## src/rtl/risc_v_mike_fetch_unit.sv

```systemverilog
`default_nettype none
// ============================================================================
//  Module   : risc_v_mike_fetch_unit (+ risc_v_mike_pkg)
//  Brief    : PC generator and small fetch queue feeding decode; optional
//             misaligned-redirect check under RISC_V_MIKE_FETCH_ALIGN_CHK_EN.
//  Revision : 1.0 - initial release
// ============================================================================

package risc_v_mike_pkg;
  typedef logic [31:0] t_pc_addr;
  localparam t_pc_addr MEM_MAP_TEXT_LOWER_LIMIT = 32'h0040_0000;
endpackage

module risc_v_mike_fetch_unit #(
  parameter logic [31:0] RESET_PC = risc_v_mike_pkg::MEM_MAP_TEXT_LOWER_LIMIT,
  parameter int          FQ_DEPTH = 2
) (
  input  logic                          clk,
  input  logic                          rst,
  input  logic                          fetch_en,
  output risc_v_mike_pkg::t_pc_addr     imem_addr,
  input  logic [31:0]                   imem_rd_data,
  input  logic                          redirect_valid,
  input  logic [31:0]                   redirect_pc,
  output logic                          if_valid,
  input  logic                          if_ready,
  output logic [31:0]                   if_instr,
  output logic [31:0]                   if_pc,
  output logic [$clog2(FQ_DEPTH):0]     fq_count,
  output logic                          fetch_misalign
);

  localparam int                 C_PTR_W = $clog2(FQ_DEPTH);
  localparam int                 C_CNT_W = C_PTR_W + 1;
  localparam logic [C_CNT_W-1:0] C_DEPTH = C_CNT_W'(FQ_DEPTH);

  logic [31:0]        r_pc;
  logic [C_PTR_W-1:0] r_head;
  logic [C_PTR_W-1:0] r_tail;
  logic [C_CNT_W-1:0] r_count;
  logic [31:0]        r_fq_pc    [FQ_DEPTH];
  logic [31:0]        r_fq_instr [FQ_DEPTH];

  logic        w_pop;
  logic        w_push;
  logic [31:0] w_redirect_target;

  assign w_pop  = if_valid & if_ready;
  assign w_push = fetch_en & ~redirect_valid & ((r_count < C_DEPTH) | w_pop);

  always_ff @(posedge clk) begin
    if (!rst) begin
      r_pc    <= RESET_PC;
      r_head  <= '0;
      r_tail  <= '0;
      r_count <= '0;
      for (int i = 0; i < FQ_DEPTH; i++) begin
        r_fq_pc[i]    <= '0;
        r_fq_instr[i] <= '0;
      end
    end else if (redirect_valid) begin
      // Flush wins over any pop decode might be taking this cycle.
      r_pc    <= w_redirect_target;
      r_head  <= '0;
      r_tail  <= '0;
      r_count <= '0;
    end else begin
      if (w_push) begin
        r_fq_pc[r_tail]    <= r_pc;
        r_fq_instr[r_tail] <= imem_rd_data;
        r_tail             <= r_tail + 1'b1;
        r_pc               <= r_pc + 32'd4;
      end
      if (w_pop) begin
        r_head <= r_head + 1'b1;
      end
      case ({w_push, w_pop})
        2'b10:   r_count <= r_count + 1'b1;
        2'b01:   r_count <= r_count - 1'b1;
        default: r_count <= r_count;
      endcase
    end
  end

`ifdef RISC_V_MIKE_FETCH_ALIGN_CHK_EN
  logic r_misalign;

  assign w_redirect_target = redirect_pc;

  always_ff @(posedge clk) begin
    if (!rst) begin
      r_misalign <= 1'b0;
    end else if (redirect_valid && (redirect_pc[1:0] != 2'b00)) begin
      r_misalign <= 1'b1;
    end
  end

  assign fetch_misalign = r_misalign;
`else
  logic w_unused_low_bits;

  // Low target bits are dropped so the PC always stays word-aligned.
  assign w_redirect_target = {redirect_pc[31:2], 2'b00};
  assign w_unused_low_bits = ^redirect_pc[1:0];
  assign fetch_misalign    = 1'b0;
`endif

  assign imem_addr = r_pc;
  assign fq_count  = r_count;
  assign if_valid  = (r_count != '0);
  assign if_instr  = rst ? r_fq_instr[r_head] : 32'h0;
  assign if_pc     = rst ? r_fq_pc[r_head]    : 32'h0;

endmodule

`default_nettype wire

```

## config.mk

```make
export PLATFORM = sky130hd
export DESIGN_NAME = risc_v_mike_fetch_unit
export DESIGN_NICKNAME = d
export VERILOG_FILES = /design/src/rtl/risc_v_mike_fetch_unit.sv
export SDC_FILE = /design/constraint.sdc
export NUM_CORES = 1
export LEC_CHECK = 0
export BUFFER_PORTS_ARGS = -buffer_cell sky130_fd_sc_hd__buf_2
export CAP_MARGIN = 0
export CORE_MARGIN = 2
export CORE_UTILIZATION = 40
export CTS_CLUSTER_DIAMETER = 150
export DETAILED_ROUTE_END_ITERATION = 10
export GPL_ROUTABILITY_DRIVEN = 0
export SLEW_MARGIN = 10
export SYNTH_ARGS = -nofsm -noshare
export SYNTH_HDL_FRONTEND = slang
export SYNTH_SLANG_ARGS = --single-unit
```

## constraint.sdc

```tcl
create_clock -name clk -period 11.3 [get_ports clk]
set_input_delay 2.26 -clock clk [delete_from_list [all_inputs] [get_ports clk]]
set_output_delay 2.26 -clock clk [all_outputs]
set_load 0.02 [all_outputs]
```

==> flow_metrics.py <==
metrics = {
    "place": {
        "place_ws_ps": 5460,
        "post-dp-hpwl_um": 10500,
        "place_area_sq_um": 8530,
        "port_buffers": 161,
    },
    "pwr": {
        "switching_share_pct": 23.6,
        "p_leak_nw": 3.54,
        "power_mw": 1.41,
        "internal_power_mw": 1.08,
        "max-vdd-ir-drop_mv": 0.105,
        "power.density_nw_per_um2": 154,
        "p_seq_share_pct": 48.5,
        "p_comb_share_pct": 8.9,
        "p_clk_share_pct": 42.7,
        "power.switching_uw": 332,
    },
    "synthesis": {
        "synth_top_area_share_pct": 49.4,
        "yosys_register_bits": 159,
        "syn_avg_cell_area_sq_um": 11.8,
        "ys_seq_area_share_pct": 58.7,
        "syn_inst": 641,
        "async_flop_share_pct": 0,
        "ys.flop_type": "edfxtp_1",
        "yosys_warnings": 0,
        "synth_area_leaders": "edfxtp_1, and2_1, dfxtp_1",
        "synth_top_cell_by_area": "edfxtp_1",
        "synth_edf_count": 124,
        "syn_area_sq_um": 7540,
        "synthDistinctLibCells": 40,
    },
    "timing": {
        "finalHoldViolations": 0,
        "fin_crit_ps": 5780,
        "relSlewSlack_pct": 24.9,
        "fin_ws_ps": 5520,
        "min_period_over_period_pct": 51.2,
        "max_freq_mhz": 173,
        "setup_viol_count_final": 0,
        "finalSetupTns_ps": 0,
        "fin_skew_ps": 7.75,
        "slew_violations": 0,
        "worst_pin_slew_ps": 1130,
        "rsz0062_at_grt": "no",
    },
    "die": {
        "core.rowCount": 50,
        "die_x_um": 141,
        "core_sq_um": 18600,
        "die_area_sq_um": 20000,
        "die_h_um": 141,
        "ioPinCount": 169,
        "start_util_pct": 40.6,
    },
    "clocking": {
        "ctsHoldBuffers": 0,
        "post_cts.repair.setup_buffers": 0,
        "cts.sinks": 159,
        "cts_resized": 0,
        "clockBufferDepth": 2,
        "h-tree-depth": 4,
        "path_clk_slew_ps": 70,
        "root_buffer": "clkbuf_16",
        "clkLatencyLatePin_ps": 420,
        "cts_tree": "built",
        "cts_inserted_buffers": 17,
    },
    "setup_path": {
        "crit_buf_inv": 3,
        "end_kind": "output port",
        "cp_slowest_cell": "buf_4",
        "start_kind": "input pin",
        "crit_path_frequent_cell": "buf_2",
        "crit_fanout": 95,
        "path_class": "in -> out",
        "crit_path_cell_trace": "buf_2 > buf_4 > nor2b_1 > buf_2",
        "arrival_ps": 3520,
        "critPathTopFamily": "buffers and inverters",
        "required_ps": 9040,
        "critical-path-max-stage-delay_ps": 670,
    },
    "status": {
        "outcome": "completed",
    },
    "grt": {
        "grt_pass1_vias": 5208,
        "antenna_found_initial": 0,
        "grt_pass1_wl_um": 26700,
        "grt_usage_pct": 17.2,
        "overflow": 0,
        "grt_max_degree": 96,
    },
    "layout": {
        "fillers": 1692,
        "syn_to_final_growth_pct": 21.6,
        "final_core_util_pct": 49.4,
        "drive_gt1_share_pct": 27.1,
        "final_nets": 856,
        "final_area_sq_um": 9170,
        "insertedDiodeCount": 0,
    },
    "routing": {
        "vias_per_cell": 5.05,
        "drt_pass1_iterations": 5,
        "drtAntennaViolNets": 0,
        "drc": 0,
        "wirelength_um": 17000,
        "first_iter_violations": 282,
        "route.vias.total": 5213,
        "wl_per_cell_um": 16.4,
    },
    "hold_path": {
        "hold_path_class": "reg -> reg",
    },
    "run": {
        "maxCapViolCount": 0,
    },
}
==> worst register-to-register path: cells and delay by family, from the launching register on <==
kind	cells	cell delay, ps
and+or+nand+nor	4	1680
buffers and inverters	1	510
DFF	1	350
==> final timing paths <==
| path | from | to | slack, ps | cells past startpoint |
|---|---|---|---|---|
| max | rst | if_pc[14] | 5520 | 4 |
| min | r_head | register | 520 | 2 |
| max reg2reg | fq_count[1] | r_fq_instr[1][29] | 8340 | 5 |
| min reg2reg | r_head | register | 520 | 2 |
==> power groups by stage <==
stage / registers [mW] / clock network [mW] / logic (mW)
after CTS: 0.684 / 0.614 / 0.127
after floorplan: 0.700 / 0 / 0.0731
after global placement: 0.694 / 0 / 0.125
after detailed placement: 0.696 / 0 / 0.127
after global routing: 0.687 / 0.638 / 0.137
final: 0.683 / 0.601 / 0.125
==> cell usage in the layout (no fill, tap or decap), types with 3 or more instances in the layout <==
| cell | instances |
|---|---|
| nor2b_1 | 62 |
| and2_1 | 117 |
| dfxtp_1 | 34 |
| inv_1 | 7 |
| o211a_1 | 3 |
| or3_1 | 8 |
| xnor2_1 | 18 |
| nand3_1 | 9 |
| o21ai_0 | 31 |
| or2_2 | 3 |
| conb_1 | 5 |
| nor4_1 | 17 |
| edfxtp_1 | 124 |
| a31oi_1 | 5 |
| mux2i_1 | 63 |
| xor2_1 | 10 |
| nand2_1 | 20 |
| nor3_1 | 7 |
| nand4_1 | 6 |
| buf_4 | 6 |
| buf_2 | 161 |
| nor2_1 | 10 |
| clkbuf_16 | 21 |
| clkinv_4 | 3 |
| a21oi_1 | 18 |
==> sequential cells by signal, summed over array words and instances, names as in the netlist, named ones only <==
| register | flops |
|---|---|
| r_tail | 1 |
| r_head | 1 |
| fq_count | 2 |
| r_fq_instr | 64 |
| r_fq_pc | 60 |
| imem_addr | 30 |
==> kinds of logic after synthesis <==
logic type	count (synthesis)	synth area share, %
XOR/XNOR	28	3.25
adder cells (fa/ha/maj)	2	0.332
other	1	0.0497
flip-flops	159	58.7
multiplexers	63	8.36
buffers and inverters	54	3.05
AND/OR/NAND/NOR	275	22.0
AO/OA/AOI/OAI	59	4.25
==> area by class of cell <==
type                            instances  area [sq um]  share of cell area [%]
Clock buffer                           23           553                    6.03
Clock inverter                          9          86.3                   0.941
Inverter                                8          30.0                   0.327
Timing Repair Buffer                  167           851                    9.28
Sequential cell                       159          4430                    48.3
Tap cell                              234           293                    3.19
Multi-Input combinational cell        432          2930                    31.9
==> cells in the mapped netlist, drive strengths merged, types with 5 or more instances <==
master	number
inv	8
xor2	10
buf	10
nand4	7
clkbuf	36
nor2	10
a21oi	18
a31oi	5
xnor2	18
edfxtp	124
or3	9
mux2i	63
nor4	17
nor2b	63
nand2	21
and2	119
dfxtp	35
nand3	10
o21ai	32
nor3	9
==> stage by stage <==
stage | instances | hold slack, ps
after global routing | 1032 | 574
after floorplan | 645 | 481
after CTS | 1032 | 522
final | 1032 | 523
after detailed placement | 1000 | 510
after global placement | 1000 | 495
==> metal layers <==
layer	vias to the layer above	track usage [%]	part of all wire [%]
met5	-	0	0
met4	0	6.00	1.5
li1	2529	-	-
met2	175	28.3	48
met1	2490	22.6	45
met3	19	3.75	5.4
No activity file was read; power rests on OpenSTA's default activity.
